$ cat src/rtl/oam_dma_master.sv
// OAM DMA bus master. A CPU write of page XX to DMA_REG copies OAM_BYTES bytes from XX00 into OAM.
// Each byte takes READ -> CAPTURE -> WRITE, and every bus output is registered.
module oam_dma_master #(
    parameter int                   ADDR_SIZE = 16,
    parameter int                   DATA_SIZE = 8,
    parameter logic [ADDR_SIZE-1:0] DMA_REG   = 16'hFF46,
    parameter logic [ADDR_SIZE-1:0] OAM_LOC   = 16'hFE00,
    parameter int                   OAM_BYTES = 160
) (
    input  logic                 clk,
    input  logic                 rst,
    input  logic [ADDR_SIZE-1:0] reg_addr,
    input  logic [DATA_SIZE-1:0] reg_wdata,
    input  logic                 reg_we,
    output logic [DATA_SIZE-1:0] reg_rdata,
    output logic [ADDR_SIZE-1:0] m_addr,
    output logic [DATA_SIZE-1:0] m_wdata,
    input  logic [DATA_SIZE-1:0] m_rdata,
    output logic                 m_re,
    output logic                 m_we,
    output logic                 busy,
    output logic                 done
);

    typedef enum logic [1:0] {
        S_IDLE,
        S_READ,
        S_CAPTURE,
        S_WRITE
    } state_e;

    localparam logic [7:0] LAST_IDX = 8'(OAM_BYTES - 1);

    state_e                 state_q,   state_d;
    logic [DATA_SIZE-1:0]   page_q,    page_d;
    logic [7:0]             index_q,   index_d;
    logic [DATA_SIZE-1:0]   data_q,    data_d;
    logic [ADDR_SIZE-1:0]   m_addr_q,  m_addr_d;
    logic [DATA_SIZE-1:0]   m_wdata_q, m_wdata_d;
    logic                   m_re_q,    m_re_d;
    logic                   m_we_q,    m_we_d;
    logic                   busy_q,    busy_d;
    logic                   done_q,    done_d;
    logic                   start;

    // A page write starts a copy from any state, aborting whatever was in progress.
    assign start     = reg_we && (reg_addr == DMA_REG);
    assign reg_rdata = (reg_addr == DMA_REG) ? page_q : '0;

    always_comb begin
        // NOTE: every signal written here gets a default first, so no path can infer a latch.
        state_d   = state_q;
        page_d    = page_q;
        index_d   = index_q;
        data_d    = data_q;
        m_addr_d  = m_addr_q;
        m_wdata_d = m_wdata_q;
        m_re_d    = 1'b0;
        m_we_d    = 1'b0;
        done_d    = 1'b0;

        case (state_q)
            S_IDLE: ;
            S_READ: state_d = S_CAPTURE;
            S_CAPTURE: begin
                data_d  = m_rdata;
                state_d = S_WRITE;
            end
            S_WRITE: begin
                if (index_q == LAST_IDX) begin
                    state_d = S_IDLE;
                    done_d  = 1'b1;
                end else begin
                    index_d = index_q + 8'd1;
                    state_d = S_READ;
                end
            end
            default: state_d = S_IDLE;
        endcase

        // A restart overrides the final-byte exit, so the aborted copy never raises done.
        if (start) begin
            page_d  = reg_wdata;
            index_d = 8'd0;
            state_d = S_READ;
            done_d  = 1'b0;
        end

        // Bus outputs are computed for the state being entered and registered with it.
        case (state_d)
            S_READ: begin
                m_re_d   = 1'b1;
                m_addr_d = ADDR_SIZE'({page_d, index_d});
            end
            S_WRITE: begin
                m_we_d    = 1'b1;
                m_addr_d  = OAM_LOC + ADDR_SIZE'(index_d);
                m_wdata_d = data_d;
            end
            default: ;
        endcase

        busy_d = (state_d != S_IDLE);
    end

    always_ff @(posedge clk) begin
        // NOTE: non-blocking assignments so every register samples pre-edge values together.
        if (rst) begin
            state_q   <= S_IDLE;
            page_q    <= '0;
            index_q   <= '0;
            data_q    <= '0;
            m_addr_q  <= '0;
            m_wdata_q <= '0;
            m_re_q    <= 1'b0;
            m_we_q    <= 1'b0;
            busy_q    <= 1'b0;
            done_q    <= 1'b0;
        end else begin
            state_q   <= state_d;
            page_q    <= page_d;
            index_q   <= index_d;
            data_q    <= data_d;
            m_addr_q  <= m_addr_d;
            m_wdata_q <= m_wdata_d;
            m_re_q    <= m_re_d;
            m_we_q    <= m_we_d;
            busy_q    <= busy_d;
            done_q    <= done_d;
        end
    end

    assign m_addr  = m_addr_q;
    assign m_wdata = m_wdata_q;
    assign m_re    = m_re_q;
    assign m_we    = m_we_q;
    assign busy    = busy_q;
    assign done    = done_q;

endmodule

$ cat config.mk
export PLATFORM = sky130hd
export DESIGN_NAME = oam_dma_master
export DESIGN_NICKNAME = d
export VERILOG_FILES = /design/src/rtl/oam_dma_master.sv
export SDC_FILE = /design/constraint.sdc
export NUM_CORES = 1
export LEC_CHECK = 0
export CAP_MARGIN = 20
export CORE_AREA = 2 2 74 76
export DETAILED_ROUTE_END_ITERATION = 12
export DIE_AREA = 0 0 76 78
export HOLD_SLACK_MARGIN = 0.08
export PLACE_DENSITY = 0.76
export SYNTH_ARGS = -nofsm -noshare
export SYNTH_HDL_FRONTEND = slang
export SYNTH_SLANG_ARGS = --single-unit
$ cat constraint.sdc
create_clock -name clk -period 2.8 [get_ports clk]
set_clock_uncertainty 0.05 [all_clocks]
set_input_delay 0.56 -clock clk [delete_from_list [all_inputs] [get_ports clk]]
set_output_delay 0.56 -clock clk [all_outputs]
set_load 0.01 [all_outputs]
==> results of run 1 <==
[cell usage in the layout, fill, tap and decap left out, drive strengths merged, types with 2 or more instances in the layout]
cell	netlist	routed
clkdlybuf4s50	0	58
dfxtp	54	54
nor2	26	26
buf	7	25
nand3	14	14
a21oi	13	13
a211oi	13	13
o21ai	12	12
mux2i	10	10
mux2	9	9
nor2b	9	9
and2	9	9
clkbuf	10	8
nand2	6	6
a311oi	6	6
o22ai	6	6
nand4	3	3
o211ai	3	3
ha	3	3
clkdlybuf4s15	0	3
inv	2	2
o21a	2	2
xor2	2	2
a21o	2	2
nor3b	2	2
nor3	2	2
clkinv	0	2
nand4bb	2	2
nor4	2	2
[logic make-up after synthesis]
group	count (synthesis)	share of synthesized area, %
simple gates	80	19.13
compound gates	63	18.58
flops	54	47.08
buf+inv	19	3.652
mux	19	8.774
xor+xnor	3	1.145
fa+ha+maj	3	1.635
[worst reg2reg max path, stage by stage (launching register included)]
cell and delay (ps):
dfxtp_1 400, ha_1 300, mux2_2 230, o21ai_1 120
a211oi_4 510, mux2_2 400
[how the worst max path moves through the flow]
stage | start | endpoint | slack [ps]
after CTS | reg_addr[1] | reg_rdata[7] | 20
after global routing | reg_addr[7] | reg_rdata[3] | 10
final | reg_addr[7] | reg_rdata[3] | 80
after floorplan | reg_addr[5] | reg_rdata[0] | 300
after detailed placement | reg_addr[5] | reg_rdata[5] | -430
after global placement | reg_addr[5] | reg_rdata[6] | -400
[layout make-up]
type | count | area share, %
sequential | 54 | 33.13
multi-input combinational | 168 | 35.81
inverter | 2 | 0.2301
clock inverter | 2 | 0.3067
clock buffer | 5 | 2.109
timing repair buffer | 90 | 25.73
tap | 70 | 2.684
[through the flow]
stage,cell area [µm²],util [%]
floorplan,2296,-
global placement,3126,61.99
detailed placement,3126,61.99
CTS,3277,64.99
global route,3263,64.71
finish,3263,64.71
[where the power goes]
part / internal (mW) / switching (mW) / total [mW]
sequential: 0.767 / 0.0000101 / 0.767
clock: 0.169 / 0.238 / 0.407
combinational: 0.0513 / 0.0328 / 0.0841
total: 0.987 / 0.271 / 1.26
[state kept, by name (all words and copies together) (netlist names)]
| register | cells |
|---|---|
| m_addr | 16 |
| data_q | 8 |
| index_q | 8 |
| m_wdata | 8 |
| page_q | 8 |
| state_q | 2 |
| busy | 1 |
| done | 1 |
| m_re | 1 |
| m_we | 1 |
[per-layer routing]
metal / track usage (%) / part of all wire, % / vias to the layer above
met1: 23.65 / 44 / 982
met2: 32.14 / 50 / 63
met5: 0 / 0 / -
met3: 4.651 / 4.7 / 15
li1: - / - / 1037
met4: 8.909 / 2.1 / 0
[timing repair]
item | in CTS | in global routing
pin swaps | 3 | 2
gates resized for setup | 39 | 8
cloned | 1 | 0
endpoints found under the setup margin | 8 | 11
buffers inserted | 6 | 0
==> results.sh, run 1 <==
export IMPL_initial_core_util_pct=45.53
export IMPL_vdd_drop_max_mv=0.2685
export IMPL_core_um2=5042
export IMPL_ys_warn_count=0
export IMPL_synth_area_leaders="dfxtp_1, mux2_2, mux2i_1"
export IMPL_critPathBufInv=4
export IMPL_whs_path_depth=2
export IMPL_r2r_end="m_wdata[6]"
export IMPL_fmax_mhz=368.3
export IMPL_worstMarginPinSlew_ps=723.9
export IMPL_synthFlopType="dfxtp_1"
export IMPL_timing_rr_start="state_q[0]"
export IMPL_synth_area_um2=2296
export IMPL_status="complete, no violations"
export IMPL_ff2ff_setup_slack_ps=680
export IMPL_pre_cts_slack_ps=-425.6
export IMPL_yosysMostFrequentCell="dfxtp_1"
export IMPL_numPortBuffers=70
export IMPL_num_vias=2097
export IMPL_drt_iter0_markers=155
export IMPL_setup_viol=0
export IMPL_total_power_mw=1.258
export IMPL_ys_seq_area_share_pct=47.08
export IMPL_setup_ws_ps=84.99
export IMPL_io_pins=71
export IMPL_crit_fanout=3
export IMPL_multi_input_area_um2=1169
export IMPL_ant_nets=0
export IMPL_criticalPathCategory="input port to primary output"
export IMPL_fin_crit_ps=2715
export IMPL_clkTransAtPathRegs_ps=90
export IMPL_p_per_area_nw_per_um2=385.6
export IMPL_finalWirelength_um=5648
export IMPL_rr_worst_depth=5
export IMPL_cts_root_buf="clkbuf_8"
export IMPL_cts_sinks=54
export IMPL_grt_max_degree=20
export IMPL_drc=0
export IMPL_grt_overflow=0
export IMPL_min_delay_start="m_addr[4]"
export IMPL_die_h_um=78
export IMPL_fin_nets=359
export IMPL_finalHoldViolCount=0
export IMPL_synth_top_area_share_pct=47.08
export IMPL_async_reset_ff_share_pct=0
export IMPL_wl_per_cell_um=14.45
export IMPL_holdWs_ps=411.7
export IMPL_gr_usage_all_layers_pct=19.28
export IMPL_viasPerCell=5.363
export IMPL_area_growth_pct=42.13
export IMPL_dp_cells=378
export IMPL_drt_pass1_iter_count=4
export IMPL_crit_family="simple AND/OR/NAND/NOR gates"
export IMPL_p_leak_nw=1.178
export IMPL_antenna_found_initial=0
export IMPL_worstPathCellList="clkdlybuf4s15_1 -> or4b_4 -> nor4_4 -> buf_2 -> buf_6 -> and2_1 -> clkbuf_2"
export IMPL_cp_required_ps=2190
export IMPL_dieArea_um2=5928
export IMPL_worstPathArrival_ps=2110
export IMPL_hold_path_class="flop to flop"
export IMPL_synth_edf_count=0
export IMPL_crit_path_max_incr_delay_ps=540
export IMPL_rows=26
export IMPL_synth_cell_type_count=43
export IMPL_fillers=438
export IMPL_crit_slowest_cell="or4b_4"
export IMPL_worstSkewPairLatency_ps=300
export IMPL_diodes=0
export IMPL_endpoint_kind="primary output"
export IMPL_syn_area_per_cell_um2=9.527
export IMPL_instances_no_fill=391
export IMPL_max_clock_path_buffers=2
export IMPL_maxSlewViolCount=0
export IMPL_ctsHoldBuffers=0
export IMPL_worst_hold_path_endpoint="m_addr[4]"
export IMPL_synthTopCellsByCount="dfxtp_1, nor2_1, nand3_1, a21oi_1, a211oi_1"
export IMPL_fin_tns_setup_ps=0
export IMPL_timing_final_crit_share_pct=96.96
export IMPL_syn_num_nets=279
export IMPL_synthCells=241
export IMPL_maxCapViolations=0
export IMPL_yosys_area_top_type="dfxtp_1"
export IMPL_grt_pass1_vias=2024
export IMPL_start_kind="input port"
export IMPL_fp_dieW_um=76
export IMPL_finalWeightedCongestion=0.8517
export IMPL_grt_pass1_wl_um=9335
export IMPL_rsz0062_at_grt="false"
export IMPL_cts_tree="yes"
export IMPL_cts_buffers=5
export IMPL_regArea_um2=1081
export IMPL_ys_seq_elements=54
export IMPL_h_tree_depth=2
export IMPL_max_slew_margin_pct=51.53
export IMPL_path_depth=7
export IMPL_detailed_place_hpwl_um=4025
export IMPL_drive_above_1_share_pct=16.51
No activity file was read; power rests on OpenSTA's default activity.
==> inputs of run 2 (changes only) <==
--- a/config.mk
+++ b/config.mk
@@ -9,8 +9,10 @@
 export CORE_AREA = 2 2 74 76
 export DETAILED_ROUTE_END_ITERATION = 12
 export DIE_AREA = 0 0 76 78
+export GPL_TIMING_DRIVEN = 0
 export HOLD_SLACK_MARGIN = 0.08
 export PLACE_DENSITY = 0.76
 export SYNTH_ARGS = -nofsm -noshare
 export SYNTH_HDL_FRONTEND = slang
 export SYNTH_SLANG_ARGS = --single-unit
+export TNS_END_PERCENT = 30
==> results.sh, run 2 (synthesis results as in run 1) <==
export IMPL_status="complete, no violations"
export IMPL_drive_above_1_share_pct=14.29
export IMPL_whs_path_depth=2
export IMPL_detailed_place_hpwl_um=4027
export IMPL_max_clock_path_buffers=2
export IMPL_clkTransAtPathRegs_ps=90
export IMPL_p_sw_share_pct=21.57
export IMPL_die_h_um=78
export IMPL_start_kind="input port"
export IMPL_gr_usage_all_layers_pct=19.17
export IMPL_rr_worst_depth=5
export IMPL_comb_power_share_pct=6.0
export IMPL_p_leak_nw=1.156
export IMPL_cts_sinks=54
export IMPL_maxCapViolations=0
export IMPL_antenna_found_initial=0
export IMPL_drc=0
export IMPL_core_um2=5042
export IMPL_fin_tns_setup_ps=0
export IMPL_num_vias=2097
export IMPL_dieArea_um2=5928
export IMPL_largest_reg_flops=16
export IMPL_placed_cell_area_um2=3064
export IMPL_clkPwrFrac_pct=34.5
export IMPL_criticalPathCategory="input port to primary output"
export IMPL_wl_met1_um=2501
export IMPL_mostFrequentLayoutCells="clkdlybuf4s50_1, dfxtp_1, nor2_1, nand3_1, a21oi_1"
export IMPL_fin_crit_ps=2656
export IMPL_worstPathArrival_ps=2050
export IMPL_min_delay_start="m_addr[4]"
export IMPL_setup_viol=0
export IMPL_p_per_area_nw_per_um2=401.7
export IMPL_cp_required_ps=2190
export IMPL_fillers=434
export IMPL_initial_core_util_pct=45.53
export IMPL_crit_path_max_incr_delay_ps=390
export IMPL_worstSkewPairLatency_ps=300
export IMPL_wl_per_cell_um=14.33
export IMPL_top_layer_used="met4"
export IMPL_finalWeightedCongestion=0.8852
export IMPL_met2WireLength_um=2646
export IMPL_cts_buffers=5
export IMPL_finalHoldViolCount=0
export IMPL_crit_slowest_cell="clkdlybuf4s50_1"
export IMPL_hold_path_class="flop to flop"
export IMPL_drt_iter0_markers=137
export IMPL_design_area_um2=3212
export IMPL_grt_pass1_wl_um=9335
export IMPL_instances_no_fill=392
export IMPL_seq_power_share_pct=59.5
export IMPL_wl_met3_um=377
export IMPL_cts_tree="yes"
export IMPL_diodes=0
export IMPL_worstMarginPinSlew_ps=704.0
export IMPL_critPathBufInv=3
export IMPL_crit_family="simple AND/OR/NAND/NOR gates"
export IMPL_total_power_mw=1.290
export IMPL_fmax_mhz=376.4
export IMPL_worst_hold_path_endpoint="m_addr[4]"
export IMPL_finalWirelength_um=5616
export IMPL_drt_pass1_iter_count=4
export IMPL_max_slew_margin_pct=52.98
export IMPL_grt_max_degree=16
export IMPL_timing_final_crit_share_pct=94.87
export IMPL_rsz0062_at_grt="false"
export IMPL_final_common_cell="clkdlybuf4s50_1"
export IMPL_cts_root_buf="clkbuf_8"
export IMPL_worstPathCellList="clkdlybuf4s50_1 -> nand4bb_1 -> nor4_4 -> buf_4 -> and2_4 -> buf_6"
export IMPL_vdd_drop_max_mv=0.2589
export IMPL_setup_ws_ps=143.6
export IMPL_fp_dieW_um=76
export IMPL_h_tree_depth=2
export IMPL_p_sw_uw=278.3
export IMPL_io_pins=71
export IMPL_viasPerCell=5.349
export IMPL_crit_fanout=6
export IMPL_rows=26
export IMPL_area_growth_pct=39.89
export IMPL_grt_overflow=0
export IMPL_pre_cts_slack_ps=-853.7
export IMPL_ant_nets=0
export IMPL_dp_cells=379
export IMPL_maxSlewViolCount=0
export IMPL_r2r_end="m_wdata[6]"
export IMPL_ff2ff_setup_slack_ps=400
export IMPL_endpoint_kind="primary output"
export IMPL_grt_pass1_vias=1988
export IMPL_power_internal_mw=1.012
export IMPL_numPortBuffers=68
export IMPL_ctsHoldBuffers=0
export IMPL_timing_rr_start="state_q[0]"
export IMPL_fin_nets=359
run 2: cell count changes in the layout (fill, tap and decap cells not counted), moves of 3 or more:
| cell | delta |
|---|---|
| and2_4 | +3 |
| clkbuf_2 | -3 |
| buf_4 | -10 |
| buf_2 | +3 |
| clkbuf_1 | +10 |
| clkdlybuf4s15_1 | -3 |
| and2_1 | -3 |
run 2: timing repair:
action / CTS / global route
setup endpoints to repair: 8 / 8
pin swaps: 3 / 2
gates cloned: 1 / 0
setup buffers: 5 / 1
gates resized for setup: 48 / 2
run 2: how the worst max path moves through the flow:
stage | cells after the start | end | slack (ps) | start
final | 6 | reg_rdata[6] | 140 | reg_addr[3]
after global routing | 6 | reg_rdata[6] | 50 | reg_addr[3]
after CTS | 7 | reg_rdata[6] | 10 | reg_addr[2]
after detailed placement | 6 | reg_rdata[6] | -850 | reg_addr[5]
after global placement | 6 | reg_rdata[6] | -840 | reg_addr[5]
after floorplan | 4 | reg_rdata[0] | 300 | reg_addr[5]
run 2: metal layers:
layer  up-vias  global-route usage, %
met5         -                      0
met4         0                  7.636
met3         8                  5.349
met2        75                  30.45
met1       972                  24.76
li1       1042                      -
run 2: stage by stage:
stage,util [%],hold slack [ps]
2_1_floorplan,-,408.5
3_3_place_gp,60.77,393.6
3_5_place_dp,60.77,402.6
4_1_cts,63.87,416.0
5_1_grt,63.70,447.1
6_report,63.70,411.4
run 2: area by class of cell:
class                           instances  area [µm²]  area share, %
Tap cell                               70       87.58          2.727
Buffer                                 16       72.57          2.259
Multi-Input combinational cell        168        1152          35.88
Clock inverter                          1       5.005         0.1558
Inverter                                2       7.507         0.2337
Clock buffer                            7       86.33          2.688
Timing Repair Buffer                   74       719.4          22.40
Sequential cell                        54        1081          33.66
run 2: power by group through the flow:
stage	clock (mW)	sequential [mW]	combinational, mW
after global placement	0	0.785	0.0762
after detailed placement	0	0.785	0.0770
final	0.446	0.767	0.0771
after global routing	0.493	0.768	0.0829
after CTS	0.460	0.767	0.0772
after floorplan	0	0.785	0.0218
run 2: worst min-delay path, delay by kind of cell, from the launching register on:
kind | cells | cell delay, ps
compound gates | 1 | 50
simple gates | 1 | 50
flops | 1 | 320
